<file path="src/rtl/serial_add_ctrl.sv">
// serial_add_ctrl: bit-serial adder/subtractor sequencer.
// Operands are processed LSB-first, one bit per clock, through a single
// full-adder slice built from two half adders and an OR gate.
// Optional build macro SERIAL_ADD_OVF_EN adds the signed-overflow output V.

// Half adder used twice to form the full-adder slice.
module half_adder (
    input  logic a,
    input  logic b,
    output logic s,
    output logic c
);
    assign s = a ^ b;
    assign c = a & b;
endmodule

module serial_add_ctrl #(
    parameter int WIDTH = 8
) (
    input  logic             CLK,
    input  logic             RST,
    input  logic             START,
    input  logic             SUB,
    input  logic [WIDTH-1:0] A,
    input  logic [WIDTH-1:0] B,
    output logic             BUSY,
    output logic             DONE,
    output logic [WIDTH-1:0] SUM,
    output logic             CARRY
`ifdef SERIAL_ADD_OVF_EN
    ,
    output logic             V
`endif
);

    localparam int CW = (WIDTH > 2) ? $clog2(WIDTH) : 1;
    localparam logic [CW-1:0] LAST_BIT = CW'(WIDTH - 1);

    typedef enum logic [1:0] {
        IDLE = 2'd0,
        RUN  = 2'd1,
        FIN  = 2'd2
    } state_t;

    state_t           state_r;
    logic [WIDTH-1:0] a_r;
    logic [WIDTH-1:0] b_r;
    logic             c_r;
    logic [CW-1:0]    cnt_r;
    logic [WIDTH-1:0] sum_r;
    logic             carry_r;
    logic             busy_r;
    logic             done_r;
`ifdef SERIAL_ADD_OVF_EN
    logic             v_r;
`endif

    // Full-adder slice: s = a0 ^ b0 ^ c, cout = a0&b0 | c&(a0^b0).
    logic ha0_s_s;
    logic ha0_c_s;
    logic bit_s;
    logic ha1_c_s;
    logic cout_s;

    half_adder u_ha0 (
        .a (a_r[0]),
        .b (b_r[0]),
        .s (ha0_s_s),
        .c (ha0_c_s)
    );

    half_adder u_ha1 (
        .a (ha0_s_s),
        .b (c_r),
        .s (bit_s),
        .c (ha1_c_s)
    );

    assign cout_s = ha0_c_s | ha1_c_s;

    // Sequencer: operand latch, serial shifting, carry tracking and handshake.
    always_ff @(posedge CLK) begin
        if (RST) begin
            state_r <= IDLE;
            a_r     <= {WIDTH{1'b0}};
            b_r     <= {WIDTH{1'b0}};
            c_r     <= 1'b0;
            cnt_r   <= {CW{1'b0}};
            sum_r   <= {WIDTH{1'b0}};
            carry_r <= 1'b0;
            busy_r  <= 1'b0;
            done_r  <= 1'b0;
`ifdef SERIAL_ADD_OVF_EN
            v_r     <= 1'b0;
`endif
        end else begin
            case (state_r)
                IDLE: begin
                    done_r <= 1'b0;
                    if (START) begin
                        // Subtraction is A + ~B + 1: invert B, seed carry with 1.
                        a_r     <= A;
                        b_r     <= SUB ? ~B : B;
                        c_r     <= SUB;
                        cnt_r   <= {CW{1'b0}};
                        busy_r  <= 1'b1;
                        state_r <= RUN;
                    end else begin
                        busy_r  <= 1'b0;
                        state_r <= IDLE;
                    end
                end
                RUN: begin
                    sum_r <= {bit_s, sum_r[WIDTH-1:1]};
                    a_r   <= {1'b0, a_r[WIDTH-1:1]};
                    b_r   <= {1'b0, b_r[WIDTH-1:1]};
                    c_r   <= cout_s;
                    cnt_r <= cnt_r + CW'(1);
                    if (cnt_r == LAST_BIT) begin
                        carry_r <= cout_s;
`ifdef SERIAL_ADD_OVF_EN
                        // c_r still holds the carry into the MSB on this edge.
                        v_r     <= c_r ^ cout_s;
`endif
                        done_r  <= 1'b1;
                        state_r <= FIN;
                    end else begin
                        done_r  <= 1'b0;
                        state_r <= RUN;
                    end
                end
                FIN: begin
                    // START seen here is deliberately dropped.
                    done_r  <= 1'b0;
                    busy_r  <= 1'b0;
                    state_r <= IDLE;
                end
                default: begin
                    done_r  <= 1'b0;
                    busy_r  <= 1'b0;
                    state_r <= IDLE;
                end
            endcase
        end
    end

    assign BUSY  = busy_r;
    assign DONE  = done_r;
    assign SUM   = sum_r;
    assign CARRY = carry_r;
`ifdef SERIAL_ADD_OVF_EN
    assign V     = v_r;
`endif

endmodule

</file>
<file path="config.mk">
export PLATFORM = sky130hd
export DESIGN_NAME = serial_add_ctrl
export DESIGN_NICKNAME = d
export VERILOG_FILES = /design/src/rtl/serial_add_ctrl.sv
export SDC_FILE = /design/constraint.sdc
export NUM_CORES = 1
export LEC_CHECK = 0
export CAP_MARGIN = 10
export CORE_ASPECT_RATIO = 1.5
export CORE_MARGIN = 2
export CORE_UTILIZATION = 47
export CTS_BUF_LIST = sky130_fd_sc_hd__clkbuf_8
export DETAILED_ROUTE_END_ITERATION = 10
export GPL_ROUTABILITY_DRIVEN = 0
export PLACE_DENSITY = 0.89
export RECOVER_POWER = 100
export SYNTH_ARGS = -nofsm -noshare
export SYNTH_HDL_FRONTEND = slang
export SYNTH_SLANG_ARGS = --single-unit
</file>
<file path="constraint.sdc">
create_clock -name CLK -period 1.45 [get_ports CLK]
set_input_delay 0.435 -clock CLK [delete_from_list [all_inputs] [get_ports CLK]]
set_output_delay 0.435 -clock CLK [all_outputs]
set_load 0.03 [all_outputs]
</file>
Word level (Yosys, flattened, before mapping)

Cells that the tools add are included.

Memories kept: 0
ROM bits: 0
Word-level logic and storage cells: 40
Latch bits: 0
RAM bits: 0
Bits of input ports: 20
Output and inout bits: 11
Bits in registers: 33

Div/mod/pow operators: 0
Order comparisons: 0
Shift-type cells: 0
Muxes and demuxes: 15
Add/sub/neg operators: 1
$mul: 0
Bitwise logic cells: 7
Reduce and logical (&&, ||, !) cells: 5
Eq/ne operators: 3

Operator list:

| operator              | count |
|---|---|
| $pmux W8 S2           | 2 |
| $mux W8               | 3 |
| $not A8 Y8            | 1 |
| $pmux W3 S2           | 1 |
| $mux W1               | 4 |
| $pmux W1 S2           | 2 |
| $pmux W2 S2           | 1 |
| $reduce_and A2 Y1     | 2 |
| $add A3 B1 Y3 const B | 1 |
| $eq A3 B3 Y1 const B  | 1 |
| $mux W3               | 1 |
| $and A1 B1 Y1         | 2 |
| $eq A2 B1 Y1 const B  | 1 |
| $logic_not A2 Y1      | 1 |
| $mux W2               | 1 |
| $ne A2 B2 Y1 const B  | 1 |
| $reduce_bool A2 Y1    | 1 |
| $reduce_or A2 Y1      | 1 |
| $xor A1 B1 Y1         | 2 |
| $not A1 Y1            | 1 |
| $or A1 B1 Y1          | 1 |

Depth between registers and ports, before layout

Depth in word-level cells: 4
Mapped depth: 6
Depth with buffers taken out: 5

Hierarchy

From an unflattened synthesis, not the netlist that was laid out.

Cell total of the unflattened synthesis: 147
Area total of the unflattened synthesis: 1380.1 um^2

Modules (own cells, without submodules):

| module          | area an instance (um^2) | cells an instance | sequential area each (um^2) | instances |
|---|---|---|---|---|
| serial_add_ctrl | 1355.0                  | 145               | 660.6                       | 1 |
| half_adder      | 12.5                    | 1                 | 0.0                         | 2 |

Worst setup path after synthesis

OpenSTA, ideal clock, no wires.

Path kind: input port to flip-flop
From: input port RST
To: register b_r[0]
Setup time: 0.060 ns
Required time: 1.390 ns
Arrival time: 1.338 ns
Stages: 5
Setup slack: 0.052 ns
Path buffers: 2
Path through: buf_6 or4b_4 buf_6 nor2_1 a221o_1

RTL lines:

| element              | RTL line | source |
|---|---|---|
| from (decl)          | 21       | `input logic RST,` |
| to (signal assigned) | 86       | `b_r <= {WIDTH{1'b0}};` |
| to (signal assigned) | 103      | `b_r <= SUB ? ~B : B;` |
| to (signal assigned) | 116      | `b_r <= {1'b0, b_r[WIDTH-1:1]};` |
| to (decl)            | 47       | `logic [WIDTH-1:0] b_r;` |

Worst setup path after layout

From: register sum_r[0], in the netlist SUM[0]
To: output port SUM[0]

RTL lines:

| element                | RTL line | source |
|---|---|---|
| from (decl)            | 50       | `logic [WIDTH-1:0] sum_r;` |
| from (signal assigned) | 89       | `sum_r <= {WIDTH{1'b0}};` |
| from (signal assigned) | 114      | `sum_r <= {bit_s, sum_r[WIDTH-1:1]};` |
| to (decl)              | 28       | `output logic [WIDTH-1:0] SUM,` |

No word-level cell between the ends.

==> impl_metrics.ini <==
[clock_tree]
tritoncts = done
clk_latency_ps = 290
cts_max_level = 2
cts_sinks = 33
cts_made_buffers = 5
ctsRootBufferMaster = clkbuf_8
path_clk_slew_ps = 60
cts_buffer_depth = 2

[sta]
finalSetupViolations = 0
max_freq_ghz = 0.707
post-route-period-util_pct = 97.5
hold_viol = 0
fin_tns_setup_ps = 0
skew_ps = 4.55
grt_setup_unrepaired = no
finalMaxSlewViolations = 0
slew_headroom_pct = 78.0
max_slew.worst_pin.slew_ps = 330
min_period_ps = 1410

[final_layout]
final_cell_mix = dfxtp_1 (32), nor2_1 (18), nand2_1 (18)
drive_gt1_share_pct = 23.5
fin_nets = 209
areaGrowthSynthToFinish_pct = 33.0
fin_cells = 226
final_common_cell = dfxtp_1
antenna_cells = 0
final_util_pct = 65.2

[critical_path]
arrival_ps = 980
slowest_delay_ps = 360
regToRegSetupSlack_ps = 80
path_cells = clkdlybuf4s15_1
crit_fanout = 2
reg2reg_depth = 3
r2r_start = state_r[1]$_SDFF_PP0_
path_buf_inv = 1
critPathLaunchType = register
r2r_end = b_r[2]$_SDFFE_PP0P_
cp_top_family = buffers and inverters
end_kind = output port
cp.required_ps = 1020
critPathKind = reg -> out
critPathSlowestCell = clkdlybuf4s15_1

[die]
ioPinCount = 31
num_rows = 24
die_h_um = 71.5
core_area_mm2 = 0.00291
start_util_pct = 49.0
die-area_mm2 = 0.00350
die_w_um = 49

[worst_hold_path]
hold_class = reg -> reg
worstHoldEndpoint = SUM[0]$_SDFFE_PP0N_
whs_path_depth = 2
min_from = SUM[0]$_SDFFE_PP0N_

[route]
wl_met1_um = 1220
vias = 1191
highest_layer = met4
wl_met2_um = 1780
wl_per_cell_um = 14.3
final_antenna_net_count = 0
drtPass1Iterations = 4
via_per_inst = 5.27
routed_wl_um = 3230
dr_wl_met3_um = 144
drtIter0Drc = 19
drc = 0

[placement]
dp_hpwl_um = 2360
io_buffers = 30
dp_cells = 218

[global_routing]
globalRouteTotalUtil_pct = 20.6
antenna_found_initial = 0
gr-total-overflow = 0
grt_pass1_vias = 1215
grt_max_degree = 22
grt_first_pass_wirelength_um = 5440

[status]
status = finished, final reports clean

[logic_synthesis]
synth_cell_types = 27
syn_nets = 172
ys_seq_area_share_pct = 46.3
synth_area_mm2 = 0.00143
ys_ff_latch = 33
yosysTopAreaCell = dfxtp_1
syn_area_per_cell_um2 = 9.58
synth_top_area_share_pct = 46.3
yosys-top-cells-area = dfxtp_1 (46%), mux2i_1 (6.3%), nor2_1 (5.5%)
yosys_warnings = 0
syn_inst = 149

[power_and_ir_drop]
p_leak_nw = 0.787
finalPower_mw = 1.97
power.density_mw_per_mm2 = 1040
ir_drop_uv = 885

[job]
max_cap_violations = 0
repair_timing:
item | CTS | global route
pin swaps | 0 | 8
gates resized for setup | 5 | 23
hold buffers | 0 | 0
setup buffers | 0 | 0
endpoints found under the hold margin | 0 | 0
setup endpoints to repair | 12 | 14
Yosys cell counts:
| master | n |
|---|---|
| nand2b_1 | 4 |
| or4b_4 | 1 |
| fa_1 | 1 |
| ha_1 | 2 |
| dfxtp_1 | 33 |
| xnor2_1 | 8 |
| nor3_1 | 1 |
| nor2_1 | 21 |
| and2b_2 | 1 |
| nand3b_1 | 1 |
| a211oi_1 | 9 |
| a21oi_1 | 11 |
| o21ba_1 | 1 |
| nand2_1 | 18 |
| mux2i_1 | 9 |
| buf_4 | 3 |
| o21bai_1 | 1 |
| buf_6 | 3 |
| clkbuf_1 | 3 |
| nor2_2 | 1 |
| and4bb_2 | 1 |
| or3b_2 | 1 |
| a22oi_1 | 2 |
| or3_2 | 1 |
| a221o_1 | 7 |
| and2_1 | 2 |
| buf_2 | 3 |
worst max path at each step:
stage	from	end	slack [ps]	cells past startpoint
6_report	SUM[0]$_SDFFE_PP0N_	SUM[0]	40	1
5_1_grt	SUM[0]$_SDFFE_PP0N_	SUM[0]	0.8	1
4_1_cts	SUB	b_r[5]$_SDFFE_PP0P_	-3	5
3_5_place_dp	START	b_r[1]$_SDFFE_PP0P_	-420	4
3_3_place_gp	START	b_r[6]$_SDFFE_PP0P_	-350	4
2_1_floorplan	RST	b_r[0]$_SDFFE_PP0P_	50	5
state kept, by name (all words and copies together) (netlist names):
signal and count:
SUM 8, a_r 8, b_r 8, cnt_r 3, state_r 2, BUSY 1
CARRY 1, DONE 1, c_r 1
logic make-up after synthesis:
| kind of cell | share of synthesized area (%) |
|---|---|
| flip-flops | 46.3 |
| AND/OR/NAND/NOR | 17.8 |
| XOR/XNOR | 4.91 |
| adder cells (fa/ha/maj) | 3.15 |
| multiplexers | 6.31 |
| AO/OA/AOI/OAI | 15.8 |
| buffers and inverters | 5.78 |
per-layer routing:
layer / global-route usage, % / vias up
met4: 11.7 / 0
met5: 0 / -
met2: 35.8 / 29
li1: - / 590
met1: 21.6 / 562
met3: 6.88 / 10
worst reg2reg max path: cells and delay by family, from the launching register on:
| kind | cells | cell delay, ps |
|---|---|---|
| and+or+nand+nor | 2 | 800 |
| DFF | 1 | 400 |
| AOI/OAI and AO/OA | 1 | 120 |
per-stage QoR:
| stage | hold slack, ps | setup slack (ps) | area [µm²] |
|---|---|---|---|
| after floorplan | 432 | 52.5 | 1430 |
| after global placement | 442 | -350 | 1760 |
| after detailed placement | 457 | -420 | 1760 |
| after CTS | 466 | -2.69 | 1840 |
| after global routing | 497 | 0.790 | 1900 |
| final | 466 | 36.6 | 1900 |
final cells by class:
type	count	area, µm²
multi-input combinational	104	759
fill	249	1010
timing repair buffer	42	345
tap	39	48.8
clock inverter	3	13.8
clock buffer	5	68.8
sequential	33	662
power by group:
group	switching (mW)	internal (mW)
Clock	0.328	0.325
Combinational	0.154	0.169
Sequential	0.0369	0.959
(Power assumes the default switching activity.)
